$ cat config.mk
export PLATFORM = sky130hd
export DESIGN_NAME = fp16_acc
export DESIGN_NICKNAME = d
export VERILOG_FILES = /design/src/rtl/fp16_pkg.sv /design/src/rtl/fp16_lzc.sv /design/src/rtl/fp16_acc.sv
export SDC_FILE = /design/constraint.sdc
export NUM_CORES = 1
export LEC_CHECK = 0
export CAP_MARGIN = 5
export CORE_ASPECT_RATIO = 0.6
export CORE_MARGIN = 10
export CORE_UTILIZATION = 55
export DETAILED_ROUTE_END_ITERATION = 12
export GPL_TIMING_DRIVEN = 0
export MAX_ROUTING_LAYER = met4
export PLACE_DENSITY = 0.72
export SLEW_MARGIN = 40
export SYNTH_ARGS = -nofsm -noshare
export SYNTH_HDL_FRONTEND = slang
export SYNTH_SLANG_ARGS = --single-unit
$ cat constraint.sdc
create_clock -name clk -period 4.8 [get_ports clk]
set_input_delay 1.44 -clock clk [delete_from_list [all_inputs] [get_ports clk]]
set_output_delay 1.44 -clock clk [all_outputs]
set_load 0.1 [all_outputs]
$ cat src/rtl/fp16_pkg.sv
// Shared FP16 definitions for the MAC datapath: field widths, exponent limits,
// the accumulator FSM state encoding and the packed FP16 field layout.
package fp16_pkg;

  localparam int FP16_W         = 16;
  localparam int EXP_W          = 5;
  localparam int MAN_W          = 10;
  localparam int EXP_BIAS       = 15;
  localparam int EXP_MAX_FINITE = 30;

  typedef enum logic [2:0] {
    ST_IDLE  = 3'd0,
    ST_ALIGN = 3'd1,
    ST_ADD   = 3'd2,
    ST_NORM  = 3'd3,
    ST_OUT   = 3'd4
  } state_t;

  typedef struct packed {
    logic             sign;
    logic [EXP_W-1:0] exp;
    logic [MAN_W-1:0] man;
  } fp16_t;

endpackage

$ cat src/rtl/fp16_lzc.sv
// Leading-zero count of the 12-bit significand sum; an all-zero input returns 12.
module fp16_lzc (
  input  logic [11:0] i_val,
  output logic [3:0]  o_lzc
);

  // Scanning upward lets the highest set bit win.
  always_comb begin
    o_lzc = 4'd12;
    for (int i = 0; i < 12; i++) begin
      if (i_val[i]) o_lzc = 4'(11 - i);
    end
  end

endmodule

$ cat src/rtl/fp16_acc.sv
// Sequential FP16 accumulator (flush-to-zero, truncating) with group output handshake.
// Build option: define FP16_ACC_SAT_EN to clamp exponent overflow to the max finite value.
module fp16_acc
  import fp16_pkg::*;
#(
  parameter int CNT_W = 8
) (
  input  logic              clk,
  input  logic              rst_n,
  input  logic              in_valid,
  output logic              in_ready,
  input  logic [15:0]       in_data,
  input  logic              in_last,
  output logic              out_valid,
  input  logic              out_ready,
  output logic [15:0]       out_data,
  output logic [CNT_W-1:0]  out_count
);

  state_t             r_state;
  fp16_t              r_acc;
  fp16_t              r_opnd;
  logic               r_last;
  logic [CNT_W-1:0]   r_count;
  logic [MAN_W:0]     r_big_sig;
  logic [MAN_W:0]     r_small_sig;
  logic [EXP_W-1:0]   r_big_exp;
  logic               r_big_sign;
  logic               r_small_sign;
  logic [MAN_W+1:0]   r_sum;
  logic               r_res_sign;

  logic [MAN_W:0]     w_acc_sig;
  logic [MAN_W:0]     w_opnd_sig;
  logic               w_opnd_bigger;
  logic [EXP_W-1:0]   w_exp_diff;
  logic [MAN_W:0]     w_small_sig;
  logic [MAN_W:0]     w_small_shifted;
  logic [MAN_W+1:0]   w_sum;
  logic               w_sum_sign;
  logic [3:0]         w_lzc;
  logic [MAN_W+1:0]   w_norm_sig;
  logic signed [6:0]  w_exp_norm;
  fp16_t              w_norm_res;

  assign in_ready  = (r_state == ST_IDLE);
  assign out_valid = (r_state == ST_OUT);
  assign out_data  = (r_state == ST_OUT) ? r_acc : 16'h0000;
  assign out_count = (r_state == ST_OUT) ? r_count : '0;

  // exp==0 is treated as zero regardless of mantissa.
  assign w_acc_sig       = (r_acc.exp  != '0) ? {1'b1, r_acc.man}  : '0;
  assign w_opnd_sig      = (r_opnd.exp != '0) ? {1'b1, r_opnd.man} : '0;
  assign w_opnd_bigger   = (r_opnd.exp > r_acc.exp);
  assign w_exp_diff      = w_opnd_bigger ? (r_opnd.exp - r_acc.exp) : (r_acc.exp - r_opnd.exp);
  assign w_small_sig     = w_opnd_bigger ? w_acc_sig : w_opnd_sig;
  assign w_small_shifted = (w_exp_diff >= 5'd12) ? '0 : (w_small_sig >> w_exp_diff);

  always_comb begin
    w_sum      = '0;
    w_sum_sign = 1'b0;
    if (r_big_sign == r_small_sign) begin
      w_sum      = {1'b0, r_big_sig} + {1'b0, r_small_sig};
      w_sum_sign = r_big_sign;
    end else if (r_big_sig >= r_small_sig) begin
      w_sum      = {1'b0, r_big_sig - r_small_sig};
      w_sum_sign = r_big_sign;
    end else begin
      w_sum      = {1'b0, r_small_sig - r_big_sig};
      w_sum_sign = r_small_sign;
    end
  end

  fp16_lzc u_lzc (
    .i_val (r_sum),
    .o_lzc (w_lzc)
  );

  // Leading one lands on bit 11; a carry (lzc=0) yields the shift-right/exp+1 case.
  assign w_norm_sig = r_sum << w_lzc;
  assign w_exp_norm = $signed({2'b00, r_big_exp}) + 7'sd1 - $signed({3'b000, w_lzc});

  always_comb begin
    w_norm_res = '0;
    if (r_sum == '0 || w_exp_norm <= 7'sd0) begin
      w_norm_res = '0;
    end else if (w_exp_norm > $signed(7'(EXP_MAX_FINITE))) begin
`ifdef FP16_ACC_SAT_EN
      w_norm_res = '{sign: r_res_sign, exp: 5'(EXP_MAX_FINITE), man: '1};
`else
      w_norm_res = '{sign: r_res_sign, exp: w_exp_norm[4:0], man: w_norm_sig[10:1]};
`endif
    end else begin
      w_norm_res = '{sign: r_res_sign, exp: w_exp_norm[4:0], man: w_norm_sig[10:1]};
    end
  end

  always_ff @(posedge clk or negedge rst_n) begin
    if (!rst_n) begin
      r_state      <= ST_IDLE;
      r_acc        <= '0;
      r_opnd       <= '0;
      r_last       <= 1'b0;
      r_count      <= '0;
      r_big_sig    <= '0;
      r_small_sig  <= '0;
      r_big_exp    <= '0;
      r_big_sign   <= 1'b0;
      r_small_sign <= 1'b0;
      r_sum        <= '0;
      r_res_sign   <= 1'b0;
    end else begin
      case (r_state)
        ST_IDLE: if (in_valid) begin
          r_opnd  <= in_data;
          r_last  <= in_last;
          if (r_count != '1) r_count <= r_count + 1'b1;
          r_state <= ST_ALIGN;
        end
        ST_ALIGN: begin
          r_big_sig    <= w_opnd_bigger ? w_opnd_sig : w_acc_sig;
          r_small_sig  <= w_small_shifted;
          r_big_exp    <= w_opnd_bigger ? r_opnd.exp : r_acc.exp;
          r_big_sign   <= w_opnd_bigger ? r_opnd.sign : r_acc.sign;
          r_small_sign <= w_opnd_bigger ? r_acc.sign : r_opnd.sign;
          r_state      <= ST_ADD;
        end
        ST_ADD: begin
          r_sum      <= w_sum;
          r_res_sign <= w_sum_sign;
          r_state    <= ST_NORM;
        end
        ST_NORM: begin
          r_acc   <= w_norm_res;
          r_state <= r_last ? ST_OUT : ST_IDLE;
        end
        ST_OUT: if (out_ready) begin
          r_acc   <= '0;
          r_count <= '0;
          r_state <= ST_IDLE;
        end
        default: r_state <= ST_IDLE;
      endcase
    end
  end

endmodule

==> results of run 1 <==
[per-stage QoR]
| step | worst slack [ns] | TNS, ns | instances | area, um^2 | util |
|---|---|---|---|---|---|
| final | 0.858 | 0 | 995 | 7740 | 0.639 |
| after global routing | 0.628 | 0 | 995 | 7740 | 0.639 |
| after CTS | 0.911 | 0 | 995 | 7740 | 0.639 |
| after detailed placement | 0.946 | 0 | 979 | 7410 | 0.612 |
| after global placement | -0.681 | -57.61 | 978 | 7500 | 0.620 |
| after floorplan | 0.657 | 0 | 767 | 6830 | - |
[sequential cells by signal, summed over array words and instances, names as in the netlist]
name and count:
r_big_sign 1, r_acc 16, r_res_sign 1, r_big_sig 11
r_big_exp 5, r_count 8, r_sum 12, r_last 1
r_small_sig 11, r_small_sign 1, r_state 3, r_opnd 16
[path summary, 6_finish.rpt]
kind,startpoint,to,slack [ns],depth (start not counted)
min in group asynchronous,rst_n,r_opnd[7],0.95,1
setup / recovery,r_sum[0],r_acc[1],0.86,16
setup reg to reg,r_sum[0],r_acc[1],0.86,16
hold reg to reg,r_last,r_state[2],0.50,2
max in group asynchronous,rst_n,r_big_sig[1],3.27,2
hold / removal,r_last,r_state[2],0.50,2
[routing by layer]
| layer | part of all wire | track usage |
|---|---|---|
| met4 | 0.0099 | 0.0413 |
| met1 | 0.50 | 0.362 |
| met5 | 0 | - |
| met2 | 0.40 | 0.320 |
| met3 | 0.094 | 0.0693 |
[layout make-up]
cell class                 instances  area share
buffer                            38      0.0230
multi-input combinational        582       0.553
clock inverter                     7      0.0139
tap                              165      0.0267
clock buffer                       9      0.0291
sequential                        86       0.278
inverter                          61      0.0296
timing repair buffer              47      0.0464
[critical path, delay by kind of cell (launching register included)]
| family | cells | cell delay [ns] |
|---|---|---|
| AOI/OAI and AO/OA | 4 | 0.74 |
| buffers and inverters | 3 | 0.54 |
| adders and majority gates | 3 | 1.01 |
| DFF | 1 | 0.46 |
| and+or+nand+nor | 5 | 0.88 |
| xor gates and xnor gates | 1 | 0.21 |
[cells in the final DEF, fill, tap and decap left out, types with 8 or more instances in the layout]
cell type        count
xor2_1               8
buf_2               33
clkbuf_1            21
nor2_1              58
nand3_1             15
dfrtp_1             86
a21oi_1             40
o31ai_1              9
clkdlybuf4s50_1     19
mux2i_1             50
a22o_1              10
clkbuf_16            9
and3_1               9
nor3_1              15
mux2_2              24
nand2_1             66
inv_1               60
nor2b_1              8
xnor2_1             12
ha_1                52
a221oi_1            15
and2_1              23
o21ai_0             48
[cells by family after synthesis]
family,share of synthesized area
xor+xnor,0.0293
simple gates,0.159
mux,0.114
buf+inv,0.0595
flops,0.315
compound gates,0.210
fa+ha+maj,0.113
==> key figures, run 1 <==
Synth
  • Most frequent cell after synthesis: dfrtp_1
  • Number of flops mapped to enable cells by yosys: 0
  • Synth async-reset ratio: 1.00
  • Yosys top cell by area: dfrtp_1
  • Top cells by count, synth: dfrtp_1 (86), nand2_1 (66), inv_1 (60)
  • Sequential fraction of the synthesis area: 0.315
  • Ys Warns: 0
  • Synth Cell Area: roughly 6800 um^2
  • Mapped Avg Cell Area: 8.91 um^2
  • Area contributors post-synth: dfrtp_1 (32%), ha_1 (9.5%), mux2i_1 (7.3%)
  • Syn Nets: roughly 850
  • Post-synthesis cell count: 767
  • #FFs+latches synth: 86
  • Ys flop type: dfrtp_1
  • Distinct cells, synth: between 70 and 80
  • Share of the synthesized area in the top cell type: 0.315

Timing
  • Pins Over Slew Limit: 0
  • RSZ-0062 raised after global routing: false
  • Hold Vio Cnt, Final: 0
  • Tmin final: between 3 and 4 ns
  • Final period util: 0.821
  • Setup-failing EPs final: 0
  • Worst Tran Pin Value: slightly above 0.8 ns
  • Rel. slew slack: 0.447
  • Hold WS: slightly above 0.5 ns
  • Setup Skew: around 0.01 ns
  • Highest clock rate: approximately 250 MHz

Routing
  • DR DRC count: 0
  • DRT Pass-1 Iters: 5
  • Drt via density: ~6.2
  • DRT iter0 DRCs: about 700
  • Vias: 6172
  • WL per Instance: a little over 20 um
  • Post-Route WL: approximately 20000 um
  • Post-DRT Antenna Nets: 0

Global route
  • GR Util All Layers: 0.244
  • First-pass GRT wire length: between 30000 and 40000 um
  • Number of global-route vias before repair: between 5000 and 6000
  • Initial antenna violation count: 0
  • Pin count of the biggest net entering global routing: between 50 and 60
  • Grt total ovfl: 0

Cells and area
  • N_diodes: 0
  • Share of layout cells above drive strength 1: 0.125
  • FF+latch area: 2150 um^2
  • Fill cell instance count of the final layout: 1009
  • Area of the multi-input gates: approximately 4300 um^2
  • Synth-to-Final Area Change: 13.3%
  • Nets@finish: roughly 900

Worst setup path
  • CP Data Arrival Time: around 4.2 ns
  • Critical Path Start Type: flip-flop
  • CP cell instances: nor2_1 > o31ai_1 > a211oi_1 > or3_1 > buf_2 > clkinv_1 > ha_1 > inv_1 > ha_1 > fa_1 > xor2_1 > nor4_1 > nand3_1 > o2111ai_1 > nor2_1 > a22o_1
  • Critical path peak fanout: 9
  • Worst path slowest cell: dfrtp_1
  • Data required, critical path: 5.04 ns
  • Max incr delay on CP: approximately 0.46 ns
  • Type of the worst setup path: flip-flop to flip-flop
  • Crit. End Element: flip-flop

Clock network
  • H-tree depth: 3
  • CTS buffer count: 9
  • Reg clk slew, reported paths: 0.07 ns
  • Clock Tree Root: clkbuf_16
  • Setup repair bufs after CTS: 0
  • CTS Sinks: 86
  • TritonCTS clock tree: done
  • # resized after CTS: 0
  • CTS Buffer Depth: 2
  • Clock Latency Late Sink: ~0.35 ns
  • CTS Hold Buffers Added: 0

Die
  • Die Y: 106 um
  • Die area: approximately 17000 um^2
  • Starting Density: 0.565
  • Core ar.: about 12000 um^2
  • Ports: 47
  • Row count: 31
  • Die width: 164 um

Placed design
  • Port buffer count: 46
  • HPWL after detailed placement: about 16000 um
  • Final GP Congestion: about 0.95

Flow run
  • Max Cap Viol: 0

Hold path
  • Worst hold path type: flip-flop to flip-flop

Run status
  • Status: complete, no violations
Power of run 1 is left out: the tool's default activity adds up to more than one toggle a clock period on the data nets, which glitch-free logic cannot reach.
==> run 2: changes to the inputs <==
PLACE_DENSITY = 0.75   (was 0.72)
clock period = 3.4 ns   (was 4.8 ns; I/O delays follow)
==> run 2 against run 1 <==
  * Final cell count is 2.1% higher
  * Via count up 1.9%
  * Highest routed layer unchanged
  * Routed wire length grew 3.8%
==> key figures, run 2 (synthesis results as in run 1) <==
Run status
  • Status: complete, no violations

Worst setup path
  • Crit. End Element: flip-flop
  • Critical Path Start Type: flip-flop
  • Type of the worst setup path: flip-flop to flip-flop
  • Critical path peak fanout: 8
  • CP Data Arrival Time: about 3.6 ns
  • Data required, critical path: 3.64 ns

Routing
  • WL per Instance: slightly above 20 um
  • Drt via density: a little over 6
  • Vias: approximately 6300
  • Post-Route WL: 21100 um
  • DRT iter0 DRCs: slightly below 800
  • DRT Pass-1 Iters: 5
  • Post-DRT Antenna Nets: 0
  • DR DRC count: 0

Cells and area
  • Nets@finish: ~930
  • Synth-to-Final Area Change: 18.8%
  • Commonest non-fill, non-tap cell in the layout: dfrtp_1
  • Regs by FF count: r_acc x16, r_opnd x16, r_sum x12
  • N_diodes: 0
  • Commonest non-fill, non-tap cells in the layout: dfrtp_1 (78), nand2_1 (64), inv_1 (58), nor2_1 (55), ha_1 (50)
  • Final Core Density: 0.671
  • Share of layout cells above drive strength 1: 0.197
  • Post-route cell area: approximately 8100 um^2

Global route
  • First-pass GRT wire length: 32600 um
  • Pin count of the biggest net entering global routing: between 50 and 60
  • Number of global-route vias before repair: around 5800
  • Grt total ovfl: 0
  • GR Util All Layers: 0.243
  • Initial antenna violation count: 0

Flow run
  • Max Cap Viol: 0

Timing
  • Setup-failing EPs final: 0
  • Hold WS: 0.499 ns
  • Setup Skew: approximately 0.011 ns
  • Final period util: 0.981
  • Highest clock rate: around 300 MHz
  • Pins Over Slew Limit: 0
  • Worst Tran Pin Value: roughly 0.74 ns
  • Tmin final: 3.33 ns
  • Rel. slew slack: 0.506
  • RSZ-0062 raised after global routing: true
  • Hold Vio Cnt, Final: 0

Placed design
  • Final GP Congestion: just over 0.9
  • Port buffer count: 46
  • Cell area after placement: about 7400 um^2
  • HPWL after detailed placement: 16200 um

Die
  • Die width: 164 um
  • Ports: 47
  • Row count: 31
  • Core ar.: around 12000 um^2
  • Die area: about 17000 um^2
  • Starting Density: 0.565
  • Die Y: 106 um

Clock network
  • Clock Tree Root: clkbuf_16
  • Reg clk slew, reported paths: approximately 0.070 ns
  • TritonCTS clock tree: done
  • CTS Buffer Depth: 2
  • CTS Sinks: 86
  • H-tree depth: 3
  • CTS buffer count: 9
  • Clock Latency Late Sink: 0.35 ns

Hold path
  • Worst hold path type: flip-flop to flip-flop
run 2: cell types whose count changed in the layout (fill, tap and decap cells not counted), moves of 3 or more:
cell      previous run  this run
buf_4                7        29
clkbuf_2             0         3
dfrtp_2              0         8
o21ai_1              4         7
a221oi_2             0         4
clkbuf_1            21        17
a221oi_1            15        11
nor2_1              58        55
o21ai_0             48        45
dfrtp_1             86        78
nor2_4               0         3
run 2: layout make-up:
| class | count | area, um^2 |
|---|---|---|
| well taps | 165 | 206 |
| inverters | 61 | 236 |
| fillers | 1020 | 3980 |
| flip-flops and latches | 86 | 2160 |
| multi-input cells | 582 | 4460 |
| clock inverters | 7 | 103 |
| clock buffers | 9 | 225 |
| repair buffers | 70 | 544 |
| plain buffers | 36 | 183 |
run 2: what timing repair did:
item,CTS,global route
hold buffers,0,0
gates resized for setup,15,43
endpoints found under the setup margin,29,41
pin swaps,2,16
endpoints found under the hold margin,0,0
setup buffers,5,18
run 2: layer usage:
| layer | vias up | global-route usage | share of wire |
|---|---|---|---|
| li1 | 2902 | - | - |
| met1 | 3089 | 0.364 | 0.48 |
| met2 | 272 | 0.315 | 0.41 |
| met3 | 27 | 0.0693 | 0.10 |
| met4 | 0 | 0.0407 | 0.012 |
| met5 | - | - | 0 |
run 2: worst max-delay path, cell delays in order, from the launching register on:
cell and delay (ns):
dfrtp_2 0.44, nand2b_1 0.16, a21oi_1 0.15, o31ai_1 0.08, a221o_2 0.43, ha_1 0.25, ha_4 0.18, fa_2 0.38
a21oi_2 0.15, nor2_1 0.05, nor2_1 0.13, xnor2_1 0.16, nand3_1 0.14, o2111a_2 0.20, buf_12 0.14, a22o_1 0.17
run 2: worst paths after layout:
check | startpoint | to | slack (ns) | cells after the start
max in group asynchronous | rst_n | r_sum[2] | 2.26 | 2
max | r_sum[1] | r_acc[15] | 0.07 | 15
max reg2reg | r_sum[1] | r_acc[15] | 0.07 | 15
min reg2reg | r_last | r_state[2] | 0.50 | 2
min | r_last | r_state[2] | 0.50 | 2
min in group asynchronous | rst_n | r_opnd[7] | 0.54 | 1
run 2: through the flow:
step	cells	setup slack, ns	TNS [ns]
3_3_place_gp	978	-1.64	-143.38
2_1_floorplan	767	0.0594	0
6_report	1016	0.0658	0
4_1_cts	998	-0.0562	-0.110
3_5_place_dp	979	-0.447	-5.60
5_1_grt	1016	-0.102	-0.582
Power of run 2 is left out for the same reason.
